==> config.mk <==
export PLATFORM = sky130hd
export DESIGN_NAME = rv_fetch_unit
export DESIGN_NICKNAME = d
export VERILOG_FILES = /design/src/rtl/rv_fetch_unit.sv
export SDC_FILE = /design/constraint.sdc
export NUM_CORES = 1
export LEC_CHECK = 0
export CORE_MARGIN = 10
export CORE_UTILIZATION = 45
export DETAILED_ROUTE_END_ITERATION = 12
export GPL_ROUTABILITY_DRIVEN = 0
export HOLD_SLACK_MARGIN = 0.02
export PLACE_DENSITY = 0.76
export SETUP_SLACK_MARGIN = 0.2
export SKIP_CTS_REPAIR_TIMING = 1
export SLEW_MARGIN = 20
export SYNTH_ARGS = -nofsm -noshare
export SYNTH_HDL_FRONTEND = slang
export SYNTH_SLANG_ARGS = --single-unit
==> constraint.sdc <==
create_clock -name clk -period 9.26 [get_ports clk]
set_input_delay 1.852 -clock clk [delete_from_list [all_inputs] [get_ports clk]]
set_output_delay 1.852 -clock clk [all_outputs]
set_load 0.02 [all_outputs]
==> src/rtl/rv_fetch_unit.sv <==
// Instruction fetch front end: owns the PC and fetches one word at a time from instruction memory.
// It hands each instruction to decode through a valid/ready buffer and discards fetches made stale by a redirect.
module rv_fetch_unit #(
  parameter int unsigned     XLEN     = 32,
  parameter logic [XLEN-1:0] RESET_PC = '0
) (
  input  logic            clk,
  input  logic            rst,
  input  logic            fetch_en,
  output logic            imem_req_valid,
  input  logic            imem_req_ready,
  output logic [XLEN-1:0] imem_addr,
  input  logic            imem_rsp_valid,
  input  logic [XLEN-1:0] imem_rsp_data,
  output logic            inst_valid,
  input  logic            inst_ready,
  output logic [XLEN-1:0] inst,
  output logic [XLEN-1:0] inst_pc,
  input  logic            redirect_valid,
  input  logic [XLEN-1:0] redirect_pc
);

  typedef enum logic [1:0] {IDLE, REQ, WAIT, HOLD} state_t;

  state_t          state, state_n;
  logic [XLEN-1:0] pc, pc_n;
  logic [XLEN-1:0] pc_req, pc_req_n;
  logic [XLEN-1:0] inst_q, inst_q_n;
  logic [XLEN-1:0] inst_pc_q, inst_pc_q_n;
  logic            kill, kill_n;
  logic [XLEN-1:0] redirect_aligned;
  state_t          after_done;

  assign redirect_aligned = {redirect_pc[XLEN-1:2], 2'b00};
  assign after_done       = fetch_en ? REQ : IDLE;

  always_ff @(posedge clk or posedge rst) begin
    if (rst) begin
      state     <= IDLE;
      pc        <= RESET_PC;
      pc_req    <= RESET_PC;
      inst_q    <= '0;
      inst_pc_q <= '0;
      kill      <= 1'b0;
    end else begin
      state     <= state_n;
      pc        <= pc_n;
      pc_req    <= pc_req_n;
      inst_q    <= inst_q_n;
      inst_pc_q <= inst_pc_q_n;
      kill      <= kill_n;
    end
  end

  always_comb begin
    state_n     = state;
    pc_n        = pc;
    pc_req_n    = pc_req;
    inst_q_n    = inst_q;
    inst_pc_q_n = inst_pc_q;
    kill_n      = kill;
    case (state)
      IDLE: begin
        if (redirect_valid) begin
          pc_n    = redirect_aligned;
          state_n = after_done;
        end else if (fetch_en) begin
          state_n = REQ;
        end
      end
      REQ: begin
        if (redirect_valid) begin
          pc_n = redirect_aligned;
          // A request accepted in the redirect cycle is already in flight; mark it stale.
          if (imem_req_ready) begin
            state_n = WAIT;
            kill_n  = 1'b1;
          end
        end else if (imem_req_ready) begin
          pc_req_n = pc;
          state_n  = WAIT;
        end
      end
      WAIT: begin
        if (redirect_valid) begin
          pc_n = redirect_aligned;
          if (imem_rsp_valid) begin
            kill_n  = 1'b0;
            state_n = after_done;
          end else begin
            kill_n = 1'b1;
          end
        end else if (imem_rsp_valid) begin
          if (kill) begin
            kill_n  = 1'b0;
            state_n = after_done;
          end else begin
            inst_q_n    = imem_rsp_data;
            inst_pc_q_n = pc_req;
            pc_n        = pc_req + XLEN'(4);
            state_n     = HOLD;
          end
        end
      end
      HOLD: begin
        if (redirect_valid) begin
          pc_n    = redirect_aligned;
          state_n = after_done;
        end else if (inst_ready) begin
          state_n = after_done;
        end
      end
      default: state_n = IDLE;
    endcase
  end

  assign imem_req_valid = (state == REQ);
  assign imem_addr      = {pc[XLEN-1:2], 2'b00};
  assign inst_valid     = (state == HOLD);
  assign inst           = inst_valid ? inst_q : '0;
  assign inst_pc        = inst_pc_q;

endmodule

==> summary.txt, run 1 <==
Synth
  • Total number of yosys warnings: 0
  • Synth top area cells: dfrtp_1, nand2_1, mux2_2
  • Top_reg_cell synth: dfrtp_1
  • Number of synthesized flops with an enable pin: 0
  • Area fraction of the dominant cell type after synthesis: 53.4%
  • Mapped Area: 0.00614 sq mm
  • Count of cell types in the netlist: 42
  • Avg Cell Area, Syn: 9.30 sq um
  • Cells after synthesis: 660
  • Post-synthesis async set-or-reset flop share: 100%
  • Yosys reg bits: 131
  • Cell type with the largest total area after synthesis: dfrtp_1
  • Register area share after synthesis: 53.4%

Routing
  • Iter 0 DRT Violations: 447
  • Met2 WL: 8140 um
  • Drt total wl: 17000 um
  • Detail Route met3 WL: 1810 um
  • Wl on met1: 6810 um
  • DRC: 0
  • WL per Instance: 17.5 um
  • First-pass DRT Iterations: 4
  • Vias per cell: 5.21
  • Antenna-violating nets left: 0
  • Vias: 5052
  • DR top layer: met4

Global route
  • Largest net degree at the start of global routing: 68
  • Number of global-route vias before repair: 5388
  • Initial antenna violation count: 0
  • First-pass GRT wire length: 27800 um
  • Global route overflow: 0
  • GRT Resource Usage Total: 18.7%

Layout
  • Fill count: 1095
  • Fin nets: 853
  • Layout cells sized above 1: 9.70%
  • Antenna cells: 0
  • Area growth syn-to-layout: 35.0%

STA
  • Final Cycle Share: 52.6%
  • Fmax: 0.205 GHz
  • Hold_ws: 0.468 ns
  • Final hold viol count: 0
  • Final setup viols: 0
  • Fin crit period: 4.87 ns
  • Worst slew pin tran: 1.06 ns
  • TNS Setup: 0 ns
  • RSZ-0062 raised after global routing: no
  • Max-slew violations: 0
  • Setup Skew: 0.00926 ns
  • Relative slew slack: 28.8%

Clock network
  • Reg clk slew, reported paths: 0.06 ns
  • CTS tree: built
  • Root Driver: clkbuf_16
  • H-tree Lvls: 4
  • Maximum buffer depth of the clock tree: 2
  • Clock latency on the worst-skew pair: 0.42 ns
  • CTS sink count: 131
  • TritonCTS Buffers: 17

Die
  • Starting Density: 46.2%
  • Die Area: 0.0187 sq mm
  • Ports: 169
  • Row Count: 42
  • Area of the core: 0.0133 sq mm
  • Die span in x: 137 um
  • Die Y: 137 um

Status
  • Status: finished, final reports clean

Critical path
  • Slowest CP cell: nor2_1
  • Type of the worst setup path: input pin to register
  • Critical Path End Type: register
  • Crit path cell chain: clkdlybuf4s50_1 > buf_4 > nor2_1 > nand2_2 > buf_4 > or4_1 > nand3_1
  • Critical Path RT: 9.61 ns
  • Crit path arrival time: 5.22 ns
  • R2R cell count: 6
  • Max incr delay on CP: 0.83 ns
  • Worst Path Max Fanout: 47
  • Most used cell, CP: buf_4
  • Critical Path Source Type: input pin

Placement
  • Detail Placement HPWL: 11900 um
  • I/O Buffers: 164

Power
  • Leak pwr: 3.86 nW
  • Worst VDD drop: 0.130 mV
  • Pwr dens: 293 mW/mm^2

Min path
  • WHS Path Cells: 2
  • Hold WC Path Type: register to register

Run
  • Maxcap violations: 0
==> registers in the layout, indices dropped and copies added (netlist names) <==
signal and count:
state 2, pc 32, kill 1, pc_req 32
inst_pc 32, inst_q 32
==> synthesized netlist by cell type, types with 8 or more instances <==
cell,n
clkbuf_1,33
nand3_1,15
o21ai_0,38
a21oi_1,13
nand2_1,211
xnor2_1,10
xor2_1,12
inv_1,9
nor2_1,18
mux2_2,28
and3_1,35
a22oi_1,18
nand4_1,11
buf_4,34
dfrtp_1,131
nor3_1,8
==> power by group <==
part	leakage [nW]	switching (W)	internal, W	total [W]
clock network	0.296	0.000239	0.000442	0.000681
registers	1.69	0.000220	0.000777	0.000998
logic	1.88	0.000384	0.000369	0.000753
==> area by class of cell <==
cell class | count | area, sq um | share of cell area [%]
clock inverters | 10 | 130 | 1.57
repair buffers | 170 | 1690 | 20.3
multi-input cells | 452 | 2460 | 29.7
inverters | 9 | 38.8 | 0.468
well taps | 176 | 220 | 2.66
clock buffers | 22 | 474 | 5.72
flip-flops and latches | 131 | 3280 | 39.6
==> path summary, 6_finish.rpt <==
path / endpoint / start / slack, ns
min: inst_q[23] / inst_q[23] / 0.47
max: pc[28] / redirect_valid / 4.39
min in group asynchronous: inst_q[13] / rst / 1.90
min reg2reg: inst_q[23] / inst_q[23] / 0.47
max in group asynchronous: pc_req[30] / rst / 6.09
max reg2reg: pc[28] / state[0] / 5.31
==> layer usage <==
layer / vias to the layer above / track usage, %
met5: - / 0
met4: 0 / 6.79
met1: 2454 / 21.5
li1: 2423 / -
met3: 20 / 8.36
met2: 155 / 30.2
==> cell usage in the layout, fill, tap and decap left out, drive strengths merged, types with 13 or more instances in the layout <==
cell and instances:
dfrtp 131, a22oi 18, and3 35, nand2 212, clkdlybuf4s50 164, clkbuf 22, mux2 28, nand3 17
o21ai 39, nor2 19, a21oi 13
==> cell families after synthesis <==
kind of cell / synth area share [%]
and+or+nand+nor: 22.7
DFF: 53.4
AOI/OAI and AO/OA: 7.97
buffers and inverters: 6.89
muxes: 5.62
xor gates and xnor gates: 3.14
adders and majority gates: 0.204
other: 0.0611
==> worst max-delay path: cells and delay by family <==
kind                   cells  cell delay (ns)
buffers and inverters      3             1.13
AND/OR/NAND/NOR            4             2.20
==> stage by stage <==
step	setup slack (ns)	instance area (sq um)	instances	power, W	util (%)
after global placement	3.99	7680	938	0.00173	57.8
after global routing	4.10	8290	970	0.00258	62.3
after detailed placement	3.93	7680	938	0.00176	57.8
after CTS	4.35	8290	970	0.00245	62.3
final	4.39	8290	970	0.00243	62.3
after floorplan	3.91	6140	661	0.00143	-
No activity file was read; power rests on OpenSTA's default activity.
==> run 2, diff against run 1 <==
- CORE_UTILIZATION: 45 -> 44
- PLACE_DENSITY: 0.76 -> 0.77
- clock period: 9.26 -> 4.3 ns (I/O delays scaled with it)
==> summary.txt, run 2 (synthesized netlist as in run 1, its figures left out) <==
Status
  • Status: finished, final reports clean

Power
  • Pwr dens: 639 mW/mm^2 (+120%)
  • Worst VDD drop: 0.247 mV (+90%)
  • Leak pwr: 3.90 nW (+1.2%)

Layout
  • Layout cells sized above 1: 10.3% (+0.58 points)
  • Fin nets: 858 (+0.59%)
  • Antenna cells: 0 (unchanged)
  • Register Area: 0.00328 sq mm (about the same)
  • Fill count: 1193 (+8.9%)
  • Most frequent cells in the layout: nand2_1, clkdlybuf4s50_1, dfrtp_1
  • Most common cell after layout, fill and taps aside: nand2_1
  • Area growth syn-to-layout: 36.5%
  • Multi-input logic area: 0.00246 sq mm (unchanged)
  • Cell Count, Final, Fillers Out: 978 (+0.82%)

Die
  • Die Area: 0.0191 sq mm (+1.9%)
  • Ports: 169 (unchanged)
  • Area of the core: 0.0138 sq mm (+3.6%)
  • Die span in x: 138 um (+0.96%)
  • Row Count: 43 (+2.4%)
  • Starting Density: 44.6% (-1.6 points)
  • Die Y: 138 um (+0.96%)

Global route
  • Global route overflow: 0 (unchanged)
  • First-pass GRT wire length: 28700 um (+3.2%)
  • Initial antenna violation count: 0 (unchanged)
  • Largest net degree at the start of global routing: 59 (-13%)
  • GRT Resource Usage Total: 18.1% (-0.59 points)
  • Number of global-route vias before repair: 5440 (+0.97%)

Run
  • Maxcap violations: 0 (unchanged)

Critical path
  • CP startpoint: state[0]
  • Worst Path Max Fanout: 39 (-17%)
  • Reg-to-reg startpoint: state[0]
  • Critical Path End Type: output port
  • Crit path arrival time: 2.39 ns (-2.83 ns)
  • Critical Path RT: 3.44 ns (-6.17 ns)
  • Type of the worst setup path: register to output port
  • Critical Path Source Type: register
  • Slowest CP cell: dfrtp_1
  • Max incr delay on CP: 1.01 ns (+0.18 ns)
  • Crit path cell chain: and2_1 > clkdlybuf4s50_1

STA
  • Fin crit period: 3.25 ns
  • Setup Skew: 0.00785 ns (-0.00142 ns)
  • Max-slew violations: 0 (unchanged)
  • Fmax: 0.308 GHz
  • TNS Setup: 0 ns (unchanged)
  • Final hold viol count: 0 (unchanged)
  • RSZ-0062 raised after global routing: no
  • Final setup viols: 0 (unchanged)
  • Worst slew pin tran: 1.07 ns (+0.000575 ns)
  • Relative slew slack: 28.8% (-0.038 points)
  • Final Cycle Share: 75.5%

Placement
  • Detail Placement HPWL: 12300 um (+3.1%)
  • Placed Cells: 947 (+0.96%)
  • I/O Buffers: 164 (unchanged)

Routing
  • Vias: 5087 (+0.69%)
  • Iter 0 DRT Violations: 412 (-7.8%)
  • Antenna-violating nets left: 0 (unchanged)
  • First-pass DRT Iterations: 4 (unchanged)
  • DRC: 0 (unchanged)
  • WL per Instance: 17.7 um (+0.90%)
  • Drt total wl: 17300 um (+1.7%)
  • Vias per cell: 5.20 (-0.13%)

Clock network
  • Root Driver: clkbuf_16
  • H-tree Lvls: 4 (unchanged)
  • TritonCTS Buffers: 17 (unchanged)
  • Maximum buffer depth of the clock tree: 2 (unchanged)
  • CTS sink count: 131 (unchanged)
  • Reg clk slew, reported paths: 0.05 ns (about the same)
  • CTS tree: built
  • Clock latency on the worst-skew pair: 0.42 ns (about the same)

Min path
  • HP Start: inst_q[26]
  • Hold WC Path Type: register to register
## run 2: cell count changes in the layout (fill, tap and decap cells not counted), sizes merged
cell and delta:
buf +5, bufinv +1, clkinv -2, clkinvlp +1
inv -1
## run 2: area by class of cell
class / count / area share (%)
timing repair buffer: 175 / 20.7
inverter: 9 / 0.448
clock buffer: 22 / 5.90
multi-input combinational: 452 / 29.3
clock inverter: 9 / 1.79
sequential: 131 / 39.1
tap: 180 / 2.69
## run 2: path summary, 6_finish.rpt
| path | cells past startpoint | slack [ns] | to |
|---|---|---|---|
| max | 2 | 1.05 | inst_valid |
| min | 2 | 0.47 | inst_q[26] |
| max reg2reg | 5 | 1.35 | pc[23] |
| min reg2reg | 2 | 0.47 | inst_q[26] |
| max in group asynchronous | 3 | 2.40 | pc[5] |
| min in group asynchronous | 2 | 0.92 | inst_pc[26] |
## run 2: critical path: cells and delay by family, from the launching register on
| kind | cells | cell delay [ns] |
|---|---|---|
| flops | 1 | 1.01 |
| buf+inv | 1 | 0.65 |
| simple gates | 1 | 0.31 |
## run 2: stage by stage
step / power, W / hold WS, ns / setup slack, ns / area, sq um / utilization [%]
finish: 0.00536 / 0.468 / 1.05 / 8380 / 60.9
global placement: 0.00375 / 0.450 / 0.977 / 7740 / 56.2
CTS: 0.00540 / 0.473 / 1.02 / 8380 / 60.9
floorplan: 0.00308 / 0.437 / 1.82 / 6150 / -
global route: 0.00567 / 0.489 / 0.900 / 8380 / 60.9
detailed placement: 0.00382 / 0.458 / 0.906 / 7740 / 56.2
## run 2: power by group
group | internal [W] | total (W) | leakage, nW | switching [W]
combinational | 0.000807 | 0.00168 | 1.90 | 0.000873
sequential | 0.00167 | 0.00212 | 1.69 | 0.000443
clock | 0.00104 | 0.00156 | 0.314 | 0.000520
## run 2: per-layer routing
layer	vias up	wire length [um]	track usage, %
met5	-	0	0
met4	0	189	5.66
met3	15	1830	8.53
met2	193	8300	29.3
met1	2453	6980	20.8
li1	2426	-	-
==> run 3, diff against run 2 <==
- CORE_UTILIZATION: 44 -> 45
- PLACE_DENSITY: 0.77 -> 0.76
- clock period: 4.3 -> 3.25 ns (I/O delays scaled with it)
==> summary.txt, run 3 (synthesized netlist as in run 1, its figures left out) <==
Die
  • Row Count: 42 (-2.3%)
  • Die Area: 0.0187 sq mm (-1.9%)
  • Area of the core: 0.0133 sq mm (-3.5%)
  • Die span in x: 137 um (-0.96%)
  • Die Y: 137 um (-0.96%)
  • Starting Density: 46.2% (+1.6 points)
  • Ports: 169 (unchanged)

Layout
  • Cell area after layout: 0.00835 sq mm (-0.43%)
  • Finished Core Util: 62.8% (+1.9 points)
  • Area growth syn-to-layout: 35.9%
  • Most common cell after layout, fill and taps aside: nand2_1
  • Layout cells sized above 1: 10.4% (+0.17 points)
  • Fin nets: 864 (+0.70%)
  • Fill count: 1095 (-8.2%)
  • Most frequent cells in the layout: nand2_1, clkdlybuf4s50_1, dfrtp_1
  • Antenna cells: 0 (unchanged)

STA
  • Relative slew slack: 37.9% (+9.1 points)
  • Final hold viol count: 0 (unchanged)
  • Fin crit period: 2.63 ns
  • Max-slew violations: 0 (unchanged)
  • Final Cycle Share: 80.9%
  • Setup Skew: 0.00628 ns (-0.00157 ns)
  • Final setup viols: 0 (unchanged)
  • Worst slew pin tran: 0.931 ns (-0.135 ns)
  • Fmax: 0.381 GHz
  • Hold_ws: 0.466 ns (-0.00232 ns)
  • TNS Setup: 0 ns (unchanged)
  • RSZ-0062 raised after global routing: no

Routing
  • Vias per cell: 5.21 (about the same)
  • First-pass DRT Iterations: 4 (unchanged)
  • WL per Instance: 17.5 um (-0.99%)
  • DRC: 0 (unchanged)
  • Drt total wl: 17200 um (-0.79%)
  • Vias: 5102 (+0.29%)
  • Iter 0 DRT Violations: 370 (-10%)
  • Antenna-violating nets left: 0 (unchanged)

Critical path
  • Type of the worst setup path: register to output port
  • Critical Path Source Type: register
  • Crit path arrival time: 1.98 ns (-0.41 ns)
  • Worst Path Max Fanout: 40 (+2.6%)
  • Critical Path End Type: output port
  • Critical Path RT: 2.60 ns (-0.84 ns)

Min path
  • Hold WC Path Type: register to register

Clock network
  • TritonCTS Buffers: 17 (unchanged)
  • Root Driver: clkbuf_16
  • Reg clk slew, reported paths: 0.05 ns (about the same)
  • Clock latency on the worst-skew pair: 0.41 ns (about the same)
  • CTS sink count: 131 (unchanged)
  • Maximum buffer depth of the clock tree: 2 (unchanged)
  • CTS tree: built
  • H-tree Lvls: 4 (unchanged)

Power
  • PnR Total Power: 0.00686 W (+28%)
  • Worst VDD drop: 0.373 mV (+51%)
  • Leak pwr: 3.90 nW (about the same)
  • Pwr dens: 822 mW/mm^2 (+29%)

Placement
  • Detail Placement HPWL: 12400 um (+0.70%)
  • Placed Instance Area: 0.00778 sq mm (+0.52%)
  • I/O Buffers: 164 (unchanged)

Global route
  • Initial antenna violation count: 0 (unchanged)
  • Global route overflow: 0 (unchanged)
  • GRT Resource Usage Total: 18.8% (+0.66 points)
  • Number of global-route vias before repair: 5412 (-0.51%)
  • Largest net degree at the start of global routing: 51 (-14%)
  • First-pass GRT wire length: 27800 um (-3.1%)

Status
  • Status: finished, final reports clean

Run
  • Maxcap violations: 0 (unchanged)
-- run 3: stage by stage --
stage	setup slack, ns	instances
detailed placement	0.428	949
global placement	0.483	949
floorplan	0.977	661
finish	0.622	980
global route	0.509	980
CTS	0.608	980
-- run 3: critical path, stage by stage (launching register included) --
cell and delay [ns]:
dfrtp_1 0.35, buf_4 0.33, and3_1 0.22, clkdlybuf4s50_1 0.65
-- run 3: cell type report --
class	count	area (sq um)	area share [%]
inverter	9	37.5	0.450
tap	176	220	2.64
multi-input combinational	452	2460	29.5
sequential	131	3280	39.3
clock inverter	4	45.0	0.540
clock buffer	27	523	6.27
timing repair buffer	181	1780	21.3
-- run 3: per-layer routing --
layer | vias up | global-route usage [%] | part of all wire [%]
met5 | - | 0 | 0
met4 | 0 | 7.14 | 1.6
met3 | 22 | 9.27 | 11
met2 | 185 | 29.6 | 47
met1 | 2462 | 21.5 | 40
li1 | 2433 | - | -
-- run 3: final timing paths --
check / cells past startpoint / end / startpoint / slack [ns]
worst max-delay path: 3 / inst[31] / state[1] / 0.62
min in group asynchronous: 2 / inst_pc[25] / rst / 0.49
worst min register to register: 2 / inst_q[6] / inst_q[6] / 0.47
worst max register to register: 6 / pc_req[21] / state[0] / 1.08
worst min-delay path: 2 / inst_q[6] / inst_q[6] / 0.47
max in group asynchronous: 3 / pc_req[11] / rst / 1.95
-- run 3: power by group --
group | internal [W] | leakage (nW) | switching [W]
sequential | 0.00222 | 1.69 | 0.000512
combinational | 0.00109 | 1.93 | 0.00123
clock | 0.00117 | 0.283 | 0.000648
total | 0.00447 | 3.90 | 0.00239
==> RTL edit 1 (settings of run 2) <==
Re-encode `state_t` (4 states) as one-hot, 4 bits wide.
--- a/src/rtl/rv_fetch_unit.sv
+++ b/src/rtl/rv_fetch_unit.sv
@@ -21,5 +21,5 @@
 );
 
-  typedef enum logic [1:0] {IDLE, REQ, WAIT, HOLD} state_t;
+  typedef enum logic [3:0] {IDLE = 4'b0001, REQ = 4'b0010, WAIT = 4'b0100, HOLD = 4'b1000} state_t;
 
   state_t          state, state_n;
Formal check against the unedited RTL: same outputs for any inputs over 4 cycles, from zero or initial values and one cycle with rst high; so few cycles prove little.
==> RTL edit 1 against run 2 <==
Final cell count shrank 8.9%. Sequential cell count rose by 2. Power down 13%. Register-to-register slack better by 0.45 ns. Area after synthesis rose by 5.9%. Design area increased by 3.2%. Die area is 5.0% higher. Routed wire length down 2.8%. Setup slack worse by 0.18 ns. Critical path type unchanged. Largest cell class unchanged. Highest routed layer unchanged.
==> RTL edit 1: results (changes against run 2) <==
- Status: finished clean
- Mux cell area share after synthesis: 17.61% (+12 points)
- Synth area leaders: dfrtp_1 51%, mux2_2 15%, buf_4 3.9%
- Top delay family on crit path: buffers and inverters
- Crit-path max FO: 33 (-15%)
- Wire length per cell: 18.86 um (+6.7%)
- RR Startpoint: pc_req[2]
- Worst slack, placed: 1.151 ns (+0.2458 ns)
- Hold path cells: 2 (unchanged)
- 1st-iter DRT viols: 317 (-23%)
- Synthesis warning total: 0 (unchanged)
- Synth Area in Compound Gates: 6.234% (-1.7 points)
- DP Area: 0.008093 mm2 (+4.6%)
- Inst Count DP: 859 (-9.3%)
- Register area share after synthesis: 51.20% (-2.2 points)
- Crit path largest cell delay: 0.72 ns (-0.29 ns)
- Hold path endpoint: pc[1]
- Skew final: 0.01755 ns (+0.009704 ns)
- CP arrival: 2.57 ns (+0.18 ns)
- Worst flop-to-flop path endpoint: pc[30]
- Fraction of the mapped netlist area in adder cells: 0.1924% (-0.011 points)
- Largest net degree at the start of global routing: 62 (+5.1%)
- Crit path from: state[3]
- Min Hold Slack: 0.4855 ns (+0.01728 ns)
- Worst slew pin tran: 1.057 ns (-0.008337 ns)
- P_leak: 3.824 nW (-2.1%)
- Period utilization: 79.73% (+4.2 points)
- Share of cells above drive strength 1: 19.38% (+9.1 points)
- VDD IR-drop max: 0.0002858 V (+16%)
- Critical Path End: inst[15]
- Worst R2R Path Depth: 6 (+1)
- FF-to-FF setup slack: 1.80 ns (+0.45 ns)
- Vias in the first global route: 4969 (-8.7%)
- Synth Area per Inst: 11.53 um2 (+24%)
- Worst hold start: pc[1]
- Number of nets in the layout: 767 (-11%)
- Power Density: 535.8 mW/mm2 (-16%)
- Unique masters post-synth: 50 (+19%)
- P_clk: 0.00130 W (-17%)
- First-pass GRT wire length: 26.94 mm (-6.1%)
- Synth Area in XOR/XNOR: 3.887% (+0.75 points)
- Gate power share: 30.4% (-1.0 points)
- Synth cell count leaders: 132 x dfrtp_1, 89 x mux2_2, 56 x nand2_1
- Cell Count, Final, Fillers Out: 891 (-8.9%)
## RTL edit 1: cell type report
cell class | count | area [um2] | area share (%)
flip-flops and latches | 133 | 3329 | 38.49
multi-input cells | 361 | 2769 | 32.01
repair buffers | 173 | 1754 | 20.28
clock buffers | 27 | 483.0 | 5.583
well taps | 184 | 230.2 | 2.661
clock inverters | 4 | 47.55 | 0.5496
inverters | 9 | 37.54 | 0.4339
## RTL edit 1: metal layers
metal | track usage, % | wire length (um) | part of all wire, %
met5 | 0 | 0 | 0
met3 | 6.409 | 1543 | 9.2
met2 | 25.96 | 7676 | 46
met1 | 20.95 | 7441 | 44
met4 | 5.003 | 145 | 0.86
## RTL edit 1: kinds of logic after synthesis
kind of cell | Yosys count
AO/OA/AOI/OAI | 59
XOR/XNOR | 28
adder cells (fa/ha/maj) | 1
buffers and inverters | 71
flip-flops | 133
multiplexers | 103
other | 1
AND/OR/NAND/NOR | 168
==> RTL edit 2 (settings of run 2) <==
Made on the original files. `XLEN`: 32 -> 64.
--- a/src/rtl/rv_fetch_unit.sv
+++ b/src/rtl/rv_fetch_unit.sv
@@ -2,5 +2,5 @@
 // It hands each instruction to decode through a valid/ready buffer and discards fetches made stale by a redirect.
 module rv_fetch_unit #(
-  parameter int unsigned     XLEN     = 32,
+  parameter int unsigned     XLEN     = 64,
   parameter logic [XLEN-1:0] RESET_PC = '0
 ) (
Interface: changed (5 resized); port bits go from 169 to 329. The function was not compared with the original's and may differ.
==> RTL edit 2 against run 2 <==
Setup slack better by 0.031 ns. Register-to-register slack better by 0.10 ns. Area after synthesis increased by 98%. Design area up 94%. Core utilization decreased by 0.98 points. Clock power is 54% higher. Sequential cell count is 128 higher. Critical path depth increased by 1. Power rose by 88%. Via count increased by 95%. Synthesized cell count is 95% higher. Routed wire length increased by 120%. Final cell count rose by 96%. Clock skew grew 0.0069 ns. Critical path type unchanged. Largest power group unchanged.
==> RTL edit 2: results (changes against run 2) <==
- Initial antenna violation count: 5 (+5)
- Worst hold start: inst_q[40]
- First-pass DRT Iterations: 7 (+3)
- Unique masters post-synth: 44 (+4.8%)
- Status: finished clean
- CP arrival: 2.36 ns (-0.03 ns)
- Register area share after synthesis: 53.34% (-0.057 points)
- Vias in the first global route: 9843 (+81%)
- Skew final: 0.01474 ns (+0.006892 ns)
- Largest net degree at the start of global routing: 89 (+51%)
- Vias: 9928 (+95%)
- Clk Latency, worst-skew pair: 0.54 ns (+0.12 ns)
- Worst flop-to-flop path endpoint: pc[57]
- Sw Share: 36.20% (+1.9 points)
- Synth async-reset ratio: 100.0% (unchanged)
- Worst slack, placed: 0.8655 ns (-0.03998 ns)
- Power Combinational: 0.00350 W (+110%)
- Share of cells above drive strength 1: 9.623% (-0.65 points)
- Sequential power share: 41.5% (+2.0 points)
- Post-DP HPWL: 25.97 mm (+110%)
- VDD IR-drop max: 0.0003629 V (+47%)
- Port bufs: 324 (+98%)
- Worst R2R Path Depth: 7 (+2)
- Deepest clock path buffer count: 3 (+1)
- Wire length per cell: 19.77 um (+12%)
- Crit-path max FO: 73 (+87%)
- First-pass GRT wire length: 58.06 mm (+100%)
- P_leak: 7.386 nW (+89%)
- 1st-iter DRT viols: 635 (+54%)
- Number of nets in the layout: 1655 (+93%)
- Pint: 0.006435 W (+83%)
- Synth area leaders: dfrtp_1 53%, nand2_1 13%, mux2_2 5.7%
- Cts bufs inserted: 29 (+12)
- FF-to-FF setup slack: 1.45 ns (+0.10 ns)
- GRT Total Usage: 21.32% (+3.2 points)
- Worst slew pin tran: 1.128 ns (+0.06291 ns)
- H-Tree Depth: 1 (-3)
- Hold path endpoint: inst_q[40]
## RTL edit 2: logic make-up after synthesis
| family | synth area share, % |
|---|---|
| compound gates | 6.878 |
| flops | 53.34 |
| simple gates | 23.17 |
| mux | 5.745 |
| other cells | 0.03086 |
| xor+xnor | 4.036 |
| fa+ha+maj | 0.1029 |
| buf+inv | 6.703 |
## RTL edit 2: layer usage
| metal | GRT usage, % | up-vias | wire length, um |
|---|---|---|---|
| li1 | - | 4724 | - |
| met1 | 26.90 | 4860 | 15490 |
| met2 | 35.10 | 295 | 18080 |
| met3 | 6.112 | 47 | 3338 |
| met4 | 5.805 | 2 | 909 |
| met5 | 0 | - | 20 |
## RTL edit 2: worst max path at each step
stage	from	to	slack (ns)
floorplan	rst	inst_pc[0]	0.03
global placement	imem_rsp_valid	pc[57]	0.90
detailed placement	imem_rsp_valid	pc[57]	0.87
CTS	state[0]	inst[10]	1.07
global route	state[0]	inst[10]	0.97
finish	state[0]	inst[10]	1.08
## RTL edit 2: final cells by class
cell class                      count  area [um2]
Inverter                            5       22.52
Tap cell                          372       465.4
Clock buffer                       45       865.8
Antenna cell                        4       10.01
Clock inverter                      5       50.05
Multi-Input combinational cell    882        4896
Timing Repair Buffer              342        3436
Sequential cell                   259        6481
Fill cell                        2291       10870
## RTL edit 2: through the flow
step	utilization [%]	instances	instance area [um2]	hold WS [ns]
after global placement	56.46	1860	15300	0.4493
after global routing	59.86	1912	16220	0.4838
after detailed placement	56.46	1860	15300	0.4542
after floorplan	-	1288	12160	0.4374
after CTS	59.84	1910	16220	0.4686
final	59.88	1914	16230	0.4632
## RTL edit 2: critical path, stage by stage (launching register included)
cell	delay (ns)
dfrtp_1	0.34
buf_4	0.50
and3_1	0.30
clkdlybuf4s50_1	0.66
